File: src/rtl/ysyx_24100005_lsu.sv
// ysyx_24100005_lsu: load/store unit between a core request port and a
// single-beat memory port.
//   req_*   : core request (valid/ready), store flag, funct3, byte address,
//             right-aligned store data
//   resp_*  : response (valid/ready), extended load data, error flag
//   mem_*   : memory request (valid/ready) with word-aligned address, lane
//             data and byte strobes; mem_rvalid/mem_rdata return read data or
//             a write acknowledge
// Misaligned or illegal requests are answered with err=1 without touching
// memory. A memory wait longer than TIMEOUT cycles also returns err=1.
module ysyx_24100005_lsu #(
  parameter int ADDR_W  = 32,
  parameter int DATA_W  = 32,
  parameter int TIMEOUT = 255
) (
  input  logic                  clk,
  input  logic                  rst,
  input  logic                  req_valid,
  output logic                  req_ready,
  input  logic                  req_wen,
  input  logic [2:0]            req_funct3,
  input  logic [ADDR_W-1:0]     req_addr,
  input  logic [DATA_W-1:0]     req_wdata,
  output logic                  resp_valid,
  input  logic                  resp_ready,
  output logic [DATA_W-1:0]     resp_rdata,
  output logic                  resp_err,
  output logic                  mem_valid,
  input  logic                  mem_ready,
  output logic [ADDR_W-1:0]     mem_addr,
  output logic                  mem_wen,
  output logic [DATA_W-1:0]     mem_wdata,
  output logic [DATA_W/8-1:0]   mem_wmask,
  input  logic                  mem_rvalid,
  input  logic [DATA_W-1:0]     mem_rdata
);
  localparam int STRB  = DATA_W / 8;
  localparam int OFF_W = $clog2(STRB);

  localparam logic [1:0] S_IDLE  = 2'd0;
  localparam logic [1:0] S_MREQ  = 2'd1;
  localparam logic [1:0] S_MWAIT = 2'd2;
  localparam logic [1:0] S_RESP  = 2'd3;

  logic [1:0]        state_q, state_d;
  logic              wen_q, wen_d;
  logic [2:0]        funct3_q, funct3_d;
  logic [ADDR_W-1:0] addr_q, addr_d;
  logic [DATA_W-1:0] wdata_q, wdata_d;
  logic [15:0]       cnt_q, cnt_d;
  logic [DATA_W-1:0] rdata_q, rdata_d;
  logic              err_q, err_d;

  logic              req_legal, req_misal;
  logic [OFF_W-1:0]  off;
  logic [OFF_W+2:0]  shamt;
  logic [STRB-1:0]   mask_base;
  logic [DATA_W-1:0] ld_sh, ld_ext;

  // Legality depends on direction: loads allow unsigned variants, stores do not.
  always_comb begin
    req_legal = 1'b0;
    if (req_wen) begin
      case (req_funct3)
        3'b000, 3'b001, 3'b010: req_legal = 1'b1;
        3'b011:                 req_legal = (DATA_W == 64);
        default:                req_legal = 1'b0;
      endcase
    end else begin
      case (req_funct3)
        3'b000, 3'b001, 3'b010, 3'b100, 3'b101: req_legal = 1'b1;
        3'b011, 3'b110:                         req_legal = (DATA_W == 64);
        default:                                req_legal = 1'b0;
      endcase
    end
  end

  // funct3[1:0] is log2 of the access size in bytes.
  always_comb begin
    case (req_funct3[1:0])
      2'd0:    req_misal = 1'b0;
      2'd1:    req_misal = req_addr[0];
      2'd2:    req_misal = |req_addr[1:0];
      default: req_misal = |req_addr[2:0];
    endcase
  end

  assign off   = addr_q[OFF_W-1:0];
  assign shamt = {off, 3'b000};

  always_comb begin
    case (funct3_q[1:0])
      2'd0:    mask_base = STRB'(1);
      2'd1:    mask_base = STRB'(3);
      2'd2:    mask_base = STRB'(15);
      default: mask_base = STRB'(8'hFF);
    endcase
  end

  // Bring the addressed lanes down to bit 0, then extend by funct3.
  always_comb begin
    ld_sh = mem_rdata >> shamt;
    case (funct3_q)
      3'b000:  ld_ext = DATA_W'($signed(ld_sh[7:0]));
      3'b100:  ld_ext = DATA_W'(ld_sh[7:0]);
      3'b001:  ld_ext = DATA_W'($signed(ld_sh[15:0]));
      3'b101:  ld_ext = DATA_W'(ld_sh[15:0]);
      3'b010:  ld_ext = DATA_W'($signed(ld_sh[31:0]));
      3'b110:  ld_ext = DATA_W'(ld_sh[31:0]);
      default: ld_ext = ld_sh;
    endcase
  end

  always_comb begin
    state_d  = state_q;
    wen_d    = wen_q;
    funct3_d = funct3_q;
    addr_d   = addr_q;
    wdata_d  = wdata_q;
    cnt_d    = cnt_q;
    rdata_d  = rdata_q;
    err_d    = err_q;
    case (state_q)
      S_IDLE: if (req_valid) begin
        wen_d    = req_wen;
        funct3_d = req_funct3;
        addr_d   = req_addr;
        wdata_d  = req_wdata;
        cnt_d    = '0;
        if (!req_legal || req_misal) begin
          state_d = S_RESP;
          err_d   = 1'b1;
          rdata_d = '0;
        end else begin
          state_d = S_MREQ;
        end
      end
      S_MREQ: if (mem_ready) begin
        state_d = S_MWAIT;
        cnt_d   = '0;
      end
      S_MWAIT: begin
        if (mem_rvalid) begin
          state_d = S_RESP;
          err_d   = 1'b0;
          rdata_d = wen_q ? '0 : ld_ext;
        end else if (cnt_q == 16'(TIMEOUT - 1)) begin
          state_d = S_RESP;
          err_d   = 1'b1;
          rdata_d = '0;
        end else begin
          cnt_d = cnt_q + 16'd1;
        end
      end
      S_RESP: if (resp_ready) state_d = S_IDLE;
      default: state_d = S_IDLE;
    endcase
  end

  always_ff @(posedge clk or negedge rst) begin
    if (!rst) begin
      state_q  <= S_IDLE;
      wen_q    <= 1'b0;
      funct3_q <= '0;
      addr_q   <= '0;
      wdata_q  <= '0;
      cnt_q    <= '0;
      rdata_q  <= '0;
      err_q    <= 1'b0;
    end else begin
      state_q  <= state_d;
      wen_q    <= wen_d;
      funct3_q <= funct3_d;
      addr_q   <= addr_d;
      wdata_q  <= wdata_d;
      cnt_q    <= cnt_d;
      rdata_q  <= rdata_d;
      err_q    <= err_d;
    end
  end

  assign req_ready  = (state_q == S_IDLE);
  assign mem_valid  = (state_q == S_MREQ);
  assign mem_addr   = {addr_q[ADDR_W-1:OFF_W], {OFF_W{1'b0}}};
  assign mem_wen    = mem_valid & wen_q;
  assign mem_wdata  = wdata_q << shamt;
  assign mem_wmask  = (mem_valid && wen_q) ? (mask_base << off) : '0;
  assign resp_valid = (state_q == S_RESP);
  assign resp_rdata = rdata_q;
  assign resp_err   = err_q;
endmodule

File: config.mk
export PLATFORM = sky130hd
export DESIGN_NAME = ysyx_24100005_lsu
export DESIGN_NICKNAME = d
export VERILOG_FILES = /design/src/rtl/ysyx_24100005_lsu.sv
export SDC_FILE = /design/constraint.sdc
export NUM_CORES = 1
export LEC_CHECK = 0
export ABC_AREA = 1
export ABC_CLOCK_PERIOD_IN_PS = 1580
export CORE_MARGIN = 4
export CORE_UTILIZATION = 43
export DETAILED_ROUTE_END_ITERATION = 10
export PLACE_DENSITY = 0.75
export SLEW_MARGIN = 0
export SYNTH_ARGS = -nofsm -noshare
export SYNTH_HDL_FRONTEND = slang
export SYNTH_SLANG_ARGS = --single-unit
export TNS_END_PERCENT = 10
File: constraint.sdc
create_clock -name clk -period 1.58 [get_ports clk]
set_input_delay 0.316 -clock clk [delete_from_list [all_inputs] [get_ports clk]]
set_output_delay 0.316 -clock clk [all_outputs]
set_load 0.01 [all_outputs]
==> flow_summary.ini, run 1 <==
[pwr]
power_leakage_uw = 0.005083
total_internal_power_uw = 12820
vdd_ir_drop_max_v = 0.001166
power_per_cell_area_nw_per_um2 = 2011
clock_power_share = 0.220
seqPwrFrac = 0.238
p_total_uw = 21140
net-switching-power_uw = 8317
combPwrFrac = 0.541
power.switching_fraction = 0.3934

[drt]
vias_per_inst = 5.137
routed_wirelength_mm = 21.11
drtAntennaViolNets = 0
drt_first_pass_iters = 9
vias = 6734
post-route-drc-count = 0
drtIter0Drc = 564
route.detailed.wl_per_inst_um = 16.10

[sta]
max_freq_mhz = 518.2
final-hold-violation-count = 0
min_period_ns = 1.930
rsz0062_at_grt = true
timing.final.ws_setup_ns = -0.3499
finalCritPeriodShare = 1.221
worst_clock_skew_on_the_final_layout_ns = 0.006423
final-setup-viol-count = 153
number_of_max_slew_violations_in_the_final_report = 0
setup_tns_ns = -23.05

[clock_network]
cts-root-buf = clkbuf_16
ctsHtreeMaxLevel = 4
clkSlewWorstSetupHoldPaths_ns = 0.06
clockBufferDepth = 2
tritoncts = built
cts_bufs_inserted = 17
numClockSinks = 119
clk_latency_ns = 0.43

[synthesis]
mean_post_synth_cell_area_um2 = 8.269
synth_warnings = 0
count_of_state_elements_after_synthesis = 119
synth_area_um2 = 6789
ys_seq_area_frac = 0.4386
synth.distinct_cells = 37
syn_inst = 821

[worst_setup_path]
data_required_time_at_the_worst_endpoint_ns = 1.26
crit-reg2reg-launch = addr_q[0]
worst_ep_arrival_time_ns = 1.61
timing.setup.critical_path_class = reg2out
worst_r2r_endpoint = resp_rdata[27]
r2r.worst_path.cells = 12
timing.critical_path.fanout_max = 13
endpoint_kind = output pin
startpoint_type = flip-flop
r2r_slack_ns = -0.29

[placed_design]
numPortBuffers = 208
dp_worst_setup_slack_ns = -0.3085
gp_congestion = 0.9290
place_hpwl_mm = 14.69
postPlaceCellArea_um2 = 9495

[global_route]
vias_in_the_first_global_route = 6550
grt_first_pass_wirelength_mm = 32.55
grt_usage = 0.2270
gr-total-overflow = 0
grt_start_max_net_pins = 37
grt_antenna_before_repair = 0

[floorplanning]
floorplan.die_area_um2 = 17860
fp.dieH_um = 133.7
core-area_um2 = 15310
ios = 211
chipWidth_um = 133.7
core.rowCount = 45
effective_utilization_at_floorplan = 0.4433

[job]
number_of_max_cap_violations = 0

[min_path]
hold_path.class = in2async

[outcome]
violations_in_the_final_reports = negative setup slack
run_status = complete, but fails checks

[final_layout]
multi_input_comb_area_um2 = 3391
final-seq-area_um2 = 2982
filler_cell_count = 1207
fin_nets = 1199
final_cell_area_um2 = 10510
antenna_cells = 0
synthToLayoutAreaGrowth_pct = 54.86
fraction_of_final_layout_cells_sized_beyond_drive_strength_1 = 0.3118
==> per-stage QoR <==
step | util | hold slack (ns) | cells
final | 0.6865 | 0.3962 | 1311
after detailed placement | 0.6200 | 0.2921 | 1262
after global placement | 0.6200 | 0.2956 | 1262
after CTS | 0.6645 | 0.4005 | 1300
after floorplan | - | 0.02041 | 822
after global routing | 0.6865 | 0.4233 | 1311
==> flip-flops by register name, indices dropped and copies added (netlist names) <==
name,count
addr_q,32
cnt_q,16
funct3_q,3
resp_err,1
resp_rdata,32
state_q,2
wdata_q,32
wen_q,1
==> critical path, stage by stage, from the launching register on <==
cell	delay, ns
dfrtp_2	0.42
buf_12	0.18
mux2i_1	0.24
nor2_1	0.06
dlygate4sd2_1	0.28
==> cell type report <==
type | count | area share
multi-input cells | 575 | 0.3225
flip-flops and latches | 119 | 0.2836
repair buffers | 325 | 0.2828
clock buffers | 18 | 0.04177
clock inverters | 14 | 0.02571
well taps | 211 | 0.02511
inverters | 49 | 0.01856
==> kinds of logic (layout without fill, tap and decap cells) <==
group,count (synthesis),count (layout),synth area share
DFF,119,119,0.4386
xor gates and xnor gates,9,9,0.01161
and+or+nand+nor,358,358,0.2243
muxes,56,56,0.09233
other,1,2,0.0005524
AOI/OAI and AO/OA,144,144,0.1172
adders and majority gates,6,6,0.01106
buffers and inverters,128,406,0.1043
==> cells in the mapped netlist <==
master / count / area share
nand2_1: 222 / 0.12
nor2_8: 1 / 0.0029
nand2_2: 12 / 0.011
ha_1: 6 / 0.011
clkbuf_1: 9 / 0.0050
nor2_1: 59 / 0.033
clkinv_1: 1 / 0.00055
inv_1: 42 / 0.023
a22oi_1: 6 / 0.0066
mux2i_1: 3 / 0.0044
o21ai_0: 38 / 0.028
inv_2: 5 / 0.0028
clkinv_2: 1 / 0.00074
buf_6: 9 / 0.015
nand3_4: 1 / 0.0026
nor2_2: 1 / 0.00092
nand3_1: 48 / 0.035
o21ai_1: 22 / 0.016
dfrtp_1: 119 / 0.44
nand2_4: 1 / 0.0017
and2_1: 1 / 0.00092
xor2_1: 9 / 0.012
nand4_1: 3 / 0.0028
a21oi_1: 60 / 0.044
buf_1: 2 / 0.0011
o21bai_1: 1 / 0.0011
nor2_4: 2 / 0.0033
mux2_2: 53 / 0.088
buf_4: 34 / 0.038
buf_2: 25 / 0.018
nand3_2: 3 / 0.0044
o21ai_2: 13 / 0.017
a221oi_1: 1 / 0.0013
o22ai_1: 2 / 0.0018
o31ai_1: 1 / 0.0011
nor3_1: 4 / 0.0029
conb_1: 1 / 0.00055
==> power by group through the flow <==
stage	sequential [uW]	clock (uW)	combinational, uW
after floorplan	4880	0	6230
after global placement	4920	0	10800
after detailed placement	4970	0	10900
after CTS	4960	4710	10400
after global routing	5180	4850	12400
final	5040	4660	11400
==> repair_timing <==
item,in CTS,in global routing
hold endpoints to repair,21,0
buffers inserted,4,9
hold buffers,1,0
cloned,1,3
gates resized for setup,249,97
pin swaps,4,18
endpoints found under the setup margin,221,158
==> worst max-delay path by stage <==
stage                          start       endpoint  slack (ns)  cells past startpoint
after CTS                 state_q[1]   mem_wmask[1]       -0.43                      7
after global routing       addr_q[0]  mem_wdata[18]       -0.40                      6
final                      addr_q[0]  mem_wdata[12]       -0.35                      4
after global placement    state_q[1]        mem_wen       -0.28                      6
after detailed placement  state_q[1]   mem_wmask[2]       -0.31                      5
after floorplan            addr_q[0]  mem_wdata[23]       -0.02                      4
==> per-layer routing <==
metal | share of wire | vias to the layer above | global-route usage
li1 | - | 3178 | -
met1 | 0.41 | 3246 | 0.2793
met2 | 0.51 | 258 | 0.3911
met3 | 0.059 | 52 | 0.05287
met4 | 0.023 | 0 | 0.08114
met5 | 0 | - | 0
==> layout by cell type, fill, tap and decap left out, drive strengths merged, types with 2 or more instances in the layout <==
cell           Yosys  layout
dlygate4sd2        0      65
a21oi             60      60
buf               70     152
o22ai              2       2
dfrtp            119     119
clkbuf             9      21
inv               47      47
nand3             52      52
nor3               4       4
o21ai             73      73
mux2              53      53
a22oi              6       6
ha                 6       6
conb               1       2
nand2            235     235
bufinv             0       7
nand4              3       3
mux2i              3       3
nor2              63      63
clkinv             2       8
clkdlybuf4s50      0     104
xor2               9       9
Note: power is estimated with default switching activity, not from simulation.
==> run 2, diff against run 1 <==
- CORE_MARGIN: 4 -> 2
==> flow_summary.ini, run 2 (synthesis results as in run 1) <==
[outcome]
run_status = complete, but fails checks
violations_in_the_final_reports = negative setup slack

[pwr]
power_leakage_uw = 0.004908
p_total_uw = 19770
power_per_cell_area_nw_per_um2 = 1925
vdd_ir_drop_max_v = 0.001153

[worst_setup_path]
data_required_time_at_the_worst_endpoint_ns = 1.26
crit_family = buffers and inverters
highest_cell_delay_on_the_worst_timing_path_ns = 0.46
crit_path_frequent_cell = nor2_4
cp_buf_inv_count = 4
endpoint_kind = output pin
timing.critical_path.slowest_stage_cell = dfrtp_2
worst_ep_arrival_time_ns = 1.59
timing.setup.critical_path_class = reg2out
worstPathCellList = buf_12 -> buf_4 -> nor2_4 -> nor2_4 -> nand2_1 -> inv_1 -> buf_2
r2r_slack_ns = -0.16
startpoint_type = flip-flop
timing.critical_path.fanout_max = 13

[sta]
rsz0062_at_grt = true
max_freq_mhz = 523.9
worst_clock_skew_on_the_final_layout_ns = 0.004933
final-hold-violation-count = 0
finalHoldWorstSlack_ns = 0.3479
min_period_ns = 1.909
finalCritPeriodShare = 1.208
final-setup-viol-count = 126
number_of_max_slew_violations_in_the_final_report = 0
timing.final.ws_setup_ns = -0.3286

[job]
number_of_max_cap_violations = 0

[placed_design]
gp_congestion = 0.8705
place_hpwl_mm = 13.91
dp_worst_setup_slack_ns = -0.3616
numPortBuffers = 208

[global_route]
grt_usage = 0.2350
grt_antenna_before_repair = 1
gr-total-overflow = 0
grt_start_max_net_pins = 48
grt_first_pass_wirelength_mm = 30.90
vias_in_the_first_global_route = 6157

[final_layout]
fraction_of_final_layout_cells_sized_beyond_drive_strength_1 = 0.3113
synthToLayoutAreaGrowth_pct = 51.23
fin_nets = 1175
layout.cells.most_common = nand2_1
final_standard_cell_utilization_of_the_core = 0.6704
layout.cells.most_common_list = nand2_1 (203), dfrtp_1 (117), clkdlybuf4s50_1 (104), dlygate4sd2_1 (63), buf_4 (61)

[floorplanning]
fp.dieH_um = 129.7
effective_utilization_at_floorplan = 0.4433
floorplan.die_area_um2 = 16810
core-area_um2 = 15310
ios = 211
core.rowCount = 45
chipWidth_um = 129.7

[drt]
routed_wirelength_mm = 19.87
drt_first_pass_iters = 5
drtAntennaViolNets = 0
vias = 6440
drtIter0Drc = 396
vias_per_inst = 5.000
route.detailed.wl_per_inst_um = 15.42
post-route-drc-count = 0

[clock_network]
clkSlewWorstSetupHoldPaths_ns = 0.06
ctsHtreeMaxLevel = 4
cts_bufs_inserted = 17
numClockSinks = 119
clockBufferDepth = 2
cts-root-buf = clkbuf_16
clk_latency_ns = 0.41
tritoncts = built

[min_path]
hold_path.class = in2async
run 2: layout make-up:
cell class / count / area [um^2]
tap: 211 / 264.0
inverter: 49 / 210.2
clock buffer: 20 / 456.7
sequential: 119 / 2980
antenna: 1 / 2.502
timing repair buffer: 301 / 2789
fill: 1226 / 5047
clock inverter: 12 / 102.6
multi-input combinational: 575 / 3462
run 2: path summary, 6_finish.rpt:
| check | start | endpoint | depth (start not counted) |
|---|---|---|---|
| setup / recovery | addr_q[0] | mem_wmask[1] | 7 |
| max in group asynchronous | rst | addr_q[8] | 3 |
| setup reg to reg | state_q[0] | cnt_q[2] | 12 |
| hold reg to reg | resp_rdata[2] | resp_rdata[2] | 2 |
| min in group clk | resp_rdata[2] | resp_rdata[2] | 2 |
| hold / removal | rst | resp_rdata[3] | 2 |
run 2: per-layer routing:
layer  GRT usage  vias up  wire length, um
met1      0.3025     3083             8464
li1            -     3150                -
met4     0.08033        0              371
met5           0        -                0
met2      0.3924      184            10060
met3     0.05244       23              966
run 2: stage by stage:
step	TNS, ns	cell area (um^2)	cells
CTS	-12.46	9963	1281
floorplan	-0.08043	6804	822
global placement	-17.17	9410	1244
finish	-12.80	10270	1288
global route	-23.45	10270	1288
detailed placement	-19.64	9410	1244
run 2: report_power, final:
| group | total, uW | internal, uW | switching [uW] |
|---|---|---|---|
| Combinational | 11100 | 5210 | 5930 |
| Clock | 3640 | 2230 | 1410 |
| Sequential | 4990 | 4220 | 772 |
| Total | 19800 | 11700 | 8100 |
run 2: timing repair:
action	in CTS	in global routing
gates resized for setup	282	92
setup endpoints to repair	155	156
hold buffers	1	0
hold endpoints to repair	17	0
cloned	0	1
pin swaps	7	15
setup buffers	5	5
